File: config.mk
export PLATFORM = sky130hd
export DESIGN_NAME = bka_pipe_flat
export DESIGN_NICKNAME = d
export VERILOG_FILES = /design/src/rtl/bka_pkg.sv /design/src/rtl/bka_pipe_if.sv /design/src/rtl/bka_gp_cell.sv /design/src/rtl/bka_pipe.sv /design/src/flat_wrapper.sv
export SDC_FILE = /design/constraint.sdc
export NUM_CORES = 1
export LEC_CHECK = 0
export ABC_AREA = 1
export BUFFER_PORTS_ARGS = -buffer_cell sky130_fd_sc_hd__clkbuf_2
export CORE_MARGIN = 2
export CORE_UTILIZATION = 50
export DETAILED_ROUTE_END_ITERATION = 8
export PLACE_DENSITY = 0.82
export SKIP_LAST_GASP = 1
export SYNTH_ARGS = -nofsm -noshare
export SYNTH_HDL_FRONTEND = slang
export SYNTH_SLANG_ARGS = --single-unit
File: constraint.sdc
create_clock -name clk -period 2.7 [get_ports clk]
set_input_delay 0.54 -clock clk [delete_from_list [all_inputs] [get_ports clk]]
set_output_delay 0.54 -clock clk [all_outputs]
set_load 0.02 [all_outputs]
File: src/rtl/bka_pkg.sv
`default_nettype none
// ============================================================================
// Module      : bka_pkg
// Description : Shared types and elaboration helpers for the pipelined
//               Brent-Kung adder: generate/propagate pair, prefix level
//               count, node placement and register-rank placement.
// Revision    : 1.0 - initial release
// ============================================================================
package bka_pkg;

  // Generate/propagate pair carried through the prefix tree.
  typedef struct packed {
    logic g;
    logic p;
  } gp_t;

  // Number of Brent-Kung prefix levels for a power-of-two width.
  function automatic int bk_levels(input int width);
    return 2 * $clog2(width) - 1;
  endfunction

  // Prefix level after which register rank k (1..stages) sits.
  function automatic int rank_level(input int k, input int levels, input int stages);
    return (k * levels + stages - 1) / stages;
  endfunction

  // Rank index that sits after prefix level lvl, or 0 when none does.
  function automatic int level_rank(input int lvl, input int levels, input int stages);
    int r;
    r = 0;
    for (int k = 1; k <= stages; k++) begin
      if (rank_level(k, levels, stages) == lvl) r = k;
    end
    return r;
  endfunction

  // True when bit idx holds a black cell at prefix level lvl (1-based).
  // Levels 1..log2w form the up-sweep, the rest the down-sweep.
  function automatic bit bk_is_node(input int lvl, input int idx, input int log2w);
    int j;
    if (lvl <= log2w) begin
      j = lvl;
      return ((idx + 1) % (1 << j)) == 0;
    end
    j = 2 * log2w - lvl;
    return (idx >= (1 << j)) && (((idx + 1) % (1 << j)) == (1 << (j - 1)));
  endfunction

  // Distance from a black cell to its low-side partner at level lvl.
  function automatic int bk_span(input int lvl, input int log2w);
    if (lvl <= log2w) return 1 << (lvl - 1);
    return 1 << (2 * log2w - lvl - 1);
  endfunction

endpackage
`default_nettype wire

File: src/rtl/bka_pipe_if.sv
`default_nettype none
// ============================================================================
// Module      : bka_pipe_if
// Description : Operand/result valid-ready bus of the pipelined adder.
//               The ovf signal exists only when BKA_PIPE_OVF_EN is defined.
// Revision    : 1.0 - initial release
// ============================================================================
interface bka_pipe_if #(
  parameter int WIDTH = 16
) ();
  logic             in_valid;
  logic             in_ready;
  logic [WIDTH-1:0] a;
  logic [WIDTH-1:0] b;
  logic             cin;
  logic             out_valid;
  logic             out_ready;
  logic [WIDTH-1:0] sum;
  logic             cout;
`ifdef BKA_PIPE_OVF_EN
  logic             ovf;
`endif

  // Producer/consumer side of the adder.
  modport master (
    output in_valid, a, b, cin, out_ready,
`ifdef BKA_PIPE_OVF_EN
    input  ovf,
`endif
    input  in_ready, out_valid, sum, cout
  );

  // Adder side.
  modport slave (
    input  in_valid, a, b, cin, out_ready,
`ifdef BKA_PIPE_OVF_EN
    output ovf,
`endif
    output in_ready, out_valid, sum, cout
  );
endinterface
`default_nettype wire

File: src/rtl/bka_gp_cell.sv
`default_nettype none
// ============================================================================
// Module      : bka_gp_cell
// Description : Prefix black cell combining a high group with the adjacent
//               low group: g = gh | (ph & gl), p = ph & pl.
// Revision    : 1.0 - initial release
// ============================================================================
module bka_gp_cell
  import bka_pkg::*;
(
  input  gp_t hi_i,
  input  gp_t lo_i,
  output gp_t gp_o
);
  assign gp_o.g = hi_i.g | (hi_i.p & lo_i.g);
  assign gp_o.p = hi_i.p & lo_i.p;
endmodule
`default_nettype wire

File: src/rtl/bka_pipe.sv
`default_nettype none
// ============================================================================
// Module      : bka_pipe
// Description : Pipelined Brent-Kung adder with valid/ready handshake.
//               STAGES register ranks are spread evenly over the prefix
//               levels; the last rank registers sum/cout directly.
//               Optional signed overflow output: define BKA_PIPE_OVF_EN.
// Revision    : 1.0 - initial release
// ============================================================================
module bka_pipe
  import bka_pkg::*;
#(
  parameter int WIDTH  = 16,
  parameter int STAGES = 2
) (
  input  logic       clk,
  input  logic       rst_n,
  bka_pipe_if.slave  bus
);
  localparam int LOG2W  = $clog2(WIDTH);
  localparam int LEVELS = bk_levels(WIDTH);

  // Per-beat information that travels beside the prefix tree.
  typedef struct packed {
    logic             valid;
    logic             cin;
`ifdef BKA_PIPE_OVF_EN
    logic             sa;
    logic             sb;
`endif
    logic [WIDTH-1:0] p;
  } side_t;

  logic             stall;
  logic             valid_q;
  logic [WIDTH-1:0] sum_q;
  logic             cout_q;
  side_t            side_in;
  side_t            side [0:STAGES-1];
  side_t            last;
  gp_t              cin_gp;
  gp_t [WIDTH-1:0]  raw_gp;
  gp_t [WIDTH-1:0]  fin;
  logic [WIDTH-1:0] fin_g;
  logic [WIDTH-1:0] fin_p;
  logic [WIDTH-1:0] carry;
  logic [WIDTH-1:0] sum_d;
  logic             cout_d;
  logic             unused_fin_p;

  // The whole pipe freezes while a result waits for the consumer.
  assign stall        = valid_q && !bus.out_ready;
  assign bus.in_ready = !stall;

  // Sideband of the beat presented at the input.
  always_comb begin
    side_in       = '0;
    side_in.valid = bus.in_valid;
    side_in.cin   = bus.cin;
    side_in.p     = bus.a ^ bus.b;
`ifdef BKA_PIPE_OVF_EN
    side_in.sa    = bus.a[WIDTH-1];
    side_in.sb    = bus.b[WIDTH-1];
`endif
  end
  assign side[0] = side_in;

  // Bitwise generate/propagate of the operands.
  always_comb begin
    raw_gp = '0;
    for (int i = 0; i < WIDTH; i++) begin
      raw_gp[i].g = bus.a[i] & bus.b[i];
      raw_gp[i].p = bus.a[i] ^ bus.b[i];
    end
  end

  // Carry-in acts as a generate at position -1 with no propagate.
  assign cin_gp = '{g: bus.cin, p: 1'b0};

  for (genvar l = 0; l <= LEVELS; l++) begin : g_lvl
    gp_t [WIDTH-1:0] node;

    if (l == 0) begin : g_init
      bka_gp_cell u_cin (
        .hi_i (raw_gp[0]),
        .lo_i (cin_gp),
        .gp_o (node[0])
      );
      assign node[WIDTH-1:1] = raw_gp[WIDTH-1:1];
    end else begin : g_pfx
      for (genvar i = 0; i < WIDTH; i++) begin : g_node
        if (bk_is_node(l, i, LOG2W)) begin : g_cell
          localparam int SPAN = bk_span(l, LOG2W);
          bka_gp_cell u_cell (
            .hi_i (g_lvl[l-1].g_cut.src[i]),
            .lo_i (g_lvl[l-1].g_cut.src[i-SPAN]),
            .gp_o (node[i])
          );
        end else begin : g_pass
          assign node[i] = g_lvl[l-1].g_cut.src[i];
        end
      end
    end

    if (l < LEVELS) begin : g_cut
      gp_t [WIDTH-1:0] src;
      if (level_rank(l, LEVELS, STAGES) != 0) begin : g_reg
        gp_t [WIDTH-1:0] gp_q;
        // Intermediate rank of the prefix tree: hold on stall, else advance.
        always_ff @(posedge clk or negedge rst_n) begin
          if (!rst_n)      gp_q <= '0;
          else if (!stall) gp_q <= node;
        end
        assign src = gp_q;
      end else begin : g_wire
        assign src = node;
      end
    end
  end

  // Sideband registers of ranks 1..STAGES-1, in step with the prefix ranks.
  for (genvar k = 1; k < STAGES; k++) begin : g_rank
    side_t side_q;
    // Hold on stall, otherwise take the beat (or bubble) from the rank before.
    always_ff @(posedge clk or negedge rst_n) begin
      if (!rst_n)      side_q <= '0;
      else if (!stall) side_q <= side[k-1];
    end
    assign side[k] = side_q;
  end

  assign last = side[STAGES-1];
  assign fin  = g_lvl[LEVELS].node;

  // Split the final prefix results; group propagates are not needed.
  always_comb begin
    fin_g = '0;
    fin_p = '0;
    for (int i = 0; i < WIDTH; i++) begin
      fin_g[i] = fin[i].g;
      fin_p[i] = fin[i].p;
    end
  end
  assign unused_fin_p = ^fin_p;

  assign carry  = {fin_g[WIDTH-2:0], last.cin};
  assign sum_d  = last.p ^ carry;
  assign cout_d = fin_g[WIDTH-1];

  // Output rank: registered result, frozen while the consumer stalls.
  always_ff @(posedge clk or negedge rst_n) begin
    if (!rst_n) begin
      valid_q <= 1'b0;
      sum_q   <= '0;
      cout_q  <= 1'b0;
    end else if (!stall) begin
      valid_q <= last.valid;
      sum_q   <= sum_d;
      cout_q  <= cout_d;
    end
  end

  assign bus.out_valid = valid_q;
  assign bus.sum       = sum_q;
  assign bus.cout      = cout_q;

`ifdef BKA_PIPE_OVF_EN
  logic ovf_q;
  logic ovf_d;

  assign ovf_d = (last.sa == last.sb) && (sum_d[WIDTH-1] != last.sa);

  // Overflow flag follows the same rank and stall timing as the sum.
  always_ff @(posedge clk or negedge rst_n) begin
    if (!rst_n)      ovf_q <= 1'b0;
    else if (!stall) ovf_q <= ovf_d;
  end

  assign bus.ovf = ovf_q;
`endif

endmodule
`default_nettype wire

File: src/flat_wrapper.sv
// flat-port wrapper written by rule: the top's interface ports become plain ports
module bka_pipe_flat import bka_pkg::*;
#(
  parameter int WIDTH  = 16,
  parameter int STAGES = 2
)
  (clk, rst_n, bus_in_valid, bus_a, bus_b, bus_cin, bus_out_ready, bus_in_ready, bus_out_valid, bus_sum, bus_cout);
  bka_pipe_if #(.WIDTH(WIDTH)) bus_i ();
  input  logic clk;
  input  logic rst_n;
  input wire logic [$bits(bus_i.in_valid)-1:0] bus_in_valid;
  input wire logic [$bits(bus_i.a)-1:0] bus_a;
  input wire logic [$bits(bus_i.b)-1:0] bus_b;
  input wire logic [$bits(bus_i.cin)-1:0] bus_cin;
  input wire logic [$bits(bus_i.out_ready)-1:0] bus_out_ready;
  output wire logic [$bits(bus_i.in_ready)-1:0] bus_in_ready;
  output wire logic [$bits(bus_i.out_valid)-1:0] bus_out_valid;
  output wire logic [$bits(bus_i.sum)-1:0] bus_sum;
  output wire logic [$bits(bus_i.cout)-1:0] bus_cout;
  assign bus_i.in_valid = bus_in_valid;
  assign bus_i.a = bus_a;
  assign bus_i.b = bus_b;
  assign bus_i.cin = bus_cin;
  assign bus_i.out_ready = bus_out_ready;
  assign bus_in_ready = bus_i.in_ready;
  assign bus_out_valid = bus_i.out_valid;
  assign bus_sum = bus_i.sum;
  assign bus_cout = bus_i.cout;
  bka_pipe #(.WIDTH(WIDTH), .STAGES(STAGES)) u_core (.clk(clk), .rst_n(rst_n), .bus(bus_i));
endmodule
==> flow_metrics.tcl <==
set metrics [dict create \
    status "completed" \
    fp.coreArea_um2 5439 \
    area_growth_pct 13.24 \
    holdWs_ns 0.3419 \
    yosys_warnings 0 \
    grt_pass1_vias 2075 \
    synthesis.area_um2 2769 \
    critPathKind "flip-flop to output port" \
    ys_seq_area_share_pct 50.61 \
    die_area_um2 6149 \
    clkTransAtPathRegs_ns 0.10 \
    power_density_nw_per_um2 702.9 \
    setup_tns_ns 0 \
    syn-num-nets 362 \
    synth_seq_cells 56 \
    portBuffers 55 \
    critPathLaunchType "flip-flop" \
    yosysTopAreaCellShare_pct 50.61 \
    r2r_start "u_core.bus.out_valid$_DFFE_PN0N_" \
    insertion_delay_ns 0.30 \
    firstDrtPassIters 4 \
    start_util_pct 50.91 \
    grt_max_degree 57 \
    rows 27 \
    grt_pass1_wl_um 8832 \
    skew_ns 0.009264 \
    nNetsFinal 416 \
    synth_cell_types 24 \
    cts_hold_buf 0 \
    drc_errors 0 \
    yosys.area.top_type "dfrtp_1" \
    rsz0062_at_grt "false" \
    drtAntennaViolNets 0 \
    die_x_um 78.42 \
    wl_per_cell_um 12.07 \
    n_antenna_cell 0 \
    die_y_um 78.42 \
    r2r_setup_slack_ns 1.08 \
    gp_congestion 0.8165 \
    period_minus_slack_ns 1.766 \
    p_leak_nw 1.718 \
    r2r-end "u_core.g_lvl[4].g_cut.g_reg.gp_q[26]$_DFFE_PN0N_" \
    worstPathRequired_ns 2.16 \
    synth-edff-count 0 \
    ys_async_sr_fraction_pct 100.0 \
    worst_slew_pin_slew_ns 0.6775 \
    cts_resized 0 \
    cts_htree_levels 2 \
    overflow 0 \
    drt_iter0_drc 110 \
    cts-buffers-inserted 5 \
    synth_ff_type "dfrtp_1" \
    synthCells 302 \
    cap_viol_max_count 0 \
    pin_count 56 \
    fmax_mhz 566.4 \
    arrival_ns 1.23 \
    report.final.hold_viol_count 0 \
    routed_wl_um 5164 \
    vias 2132 \
    cts_root_buf "clkbuf_8" \
    end_kind "output port" \
    antenna_found_initial 0 \
    layout-drive-gt1-share_pct 22.19 \
    hpwl_um 3852 \
    syn_area_per_cell_um2 9.169 \
    final-max-slew-violation-count 0 \
    tritoncts "built" \
    cts.sinks 56 \
    grt_usage_pct 18.02 \
    hp-class "primary input to async pin" \
    crit_fanout 23 \
    finalCritPeriodShare_pct 65.39 \
    synth.area.top_cells "dfrtp_1 (51%), nand2_1 (17%), ha_1 (10%), buf_6 (3.7%), o21ai_2 (3.2%)" \
    ir_drop_mv 0.3619 \
    reg2reg_depth 6 \
    relSlewSlack_pct 54.83 \
    cts_setup_buffers 0 \
    viasPerCell 4.981 \
    finalSetupViolations 0 \
    cts_max_path_buffers 2 \
]
## worst max-delay path: stages, from the launching register on
cell and delay [ns]:
dfrtp_1 0.40, inv_1 0.06, or2_4 0.25, clkbuf_2 0.22
## metrics by stage
stage               instances  worst slack, ns  total power, mW  util (%)  area, um2
global route              428           0.8541            2.347     57.65       3136
global placement          421           0.8602            1.768     56.22       3058
CTS                       428           0.9149            2.224     57.65       3136
detailed placement        421           0.8203            1.798     56.22       3058
finish                    428           0.9344            2.204     57.65       3136
floorplan                 302            1.112            1.584         -       2769
## registers in the layout (all words and copies together) (netlist names)
register                       cells
u_core.bus.sum                    16
u_core.bus.out_valid               1
u_core.bus.cout                    1
u_core.g_rank.side_q              17
u_core.g_lvl.g_cut.g_reg.gp_q     15
u_core.carry                       5
u_core.cout_d                      1
## cells by family (layout without fill, tap and decap cells)
family	after synthesis	after routing	synth area share (%)
compound gates	37	37	8.675
simple gates	146	146	20.61
buf+inv	31	85	6.868
flops	56	56	50.61
fa+ha+maj	23	23	10.39
xor+xnor	9	9	2.847
## layout make-up
| type | count | area [um2] |
|---|---|---|
| Clock buffer | 6 | 72.57 |
| Clock inverter | 1 | 5.005 |
| Fill cell | 476 | 2303 |
| Inverter | 19 | 71.32 |
| Multi-Input combinational cell | 215 | 1177 |
| Sequential cell | 56 | 1401 |
| Tap cell | 72 | 90.09 |
| Timing Repair Buffer | 59 | 317.8 |
## cells in the final DEF, fill, tap and decap left out
cell type	synthesis	routed
clkbuf_8	0	5
a21o_1	3	3
clkinv_2	0	1
nor3_1	3	3
a31oi_1	4	4
xor2_1	7	7
nand3_2	1	1
dfrtp_1	56	56
nor2_2	1	1
o21ai_0	8	8
nand3_1	1	1
buf_4	1	3
inv_2	1	1
xnor2_1	2	2
nand2_1	126	126
clkbuf_1	0	1
clkbuf_2	0	55
ha_1	23	23
or2_4	1	1
a21oi_1	3	3
buf_12	0	1
o21bai_1	2	2
o21ai_1	7	7
nor2_1	12	12
inv_1	18	18
o21ai_2	10	10
nand3b_1	1	1
## cell usage after synthesis, drive strengths merged (3+ instances only)
| cell | n |
|---|---|
| o21ai | 25 |
| xor2 | 7 |
| dfrtp | 56 |
| buf | 12 |
| a31oi | 4 |
| inv | 19 |
| a21oi | 3 |
| nor2 | 13 |
| ha | 23 |
| a21o | 3 |
| nand2 | 126 |
| nor3 | 3 |
## worst max-delay path by stage
stage,startpoint,slack (ns),cells after the start,endpoint
finish,u_core.bus.out_valid$_DFFE_PN0N_,0.93,3,bus_in_ready
global route,u_core.bus.out_valid$_DFFE_PN0N_,0.85,3,bus_in_ready
CTS,u_core.bus.out_valid$_DFFE_PN0N_,0.91,3,bus_in_ready
detailed placement,bus_out_ready,0.82,6,u_core.bus.sum[13]$_DFFE_PN0N_
global placement,bus_out_ready,0.86,6,u_core.g_lvl[4].g_cut.g_reg.gp_q[27]$_DFFE_PN0N_
floorplan,bus_out_ready,1.11,3,bus_in_ready
## where the power goes
group	switching [mW]	leakage [nW]	total (mW)	internal [mW]
sequential	0.102	0.684	1.11	1.01
combinational	0.412	0.993	0.659	0.247
clock	0.253	0.0410	0.430	0.177
total	0.767	1.72	2.20	1.44
## per-layer routing
| layer | share of wire (%) | track usage, % | wire length, um |
|---|---|---|---|
| met1 | 43 | 21.48 | 2199 |
| met2 | 52 | 31.98 | 2662 |
| met3 | 3.6 | 3.793 | 185 |
| met4 | 2.2 | 6.842 | 116 |
| met5 | 0 | 0 | 0 |
(Power assumes the default switching activity.)
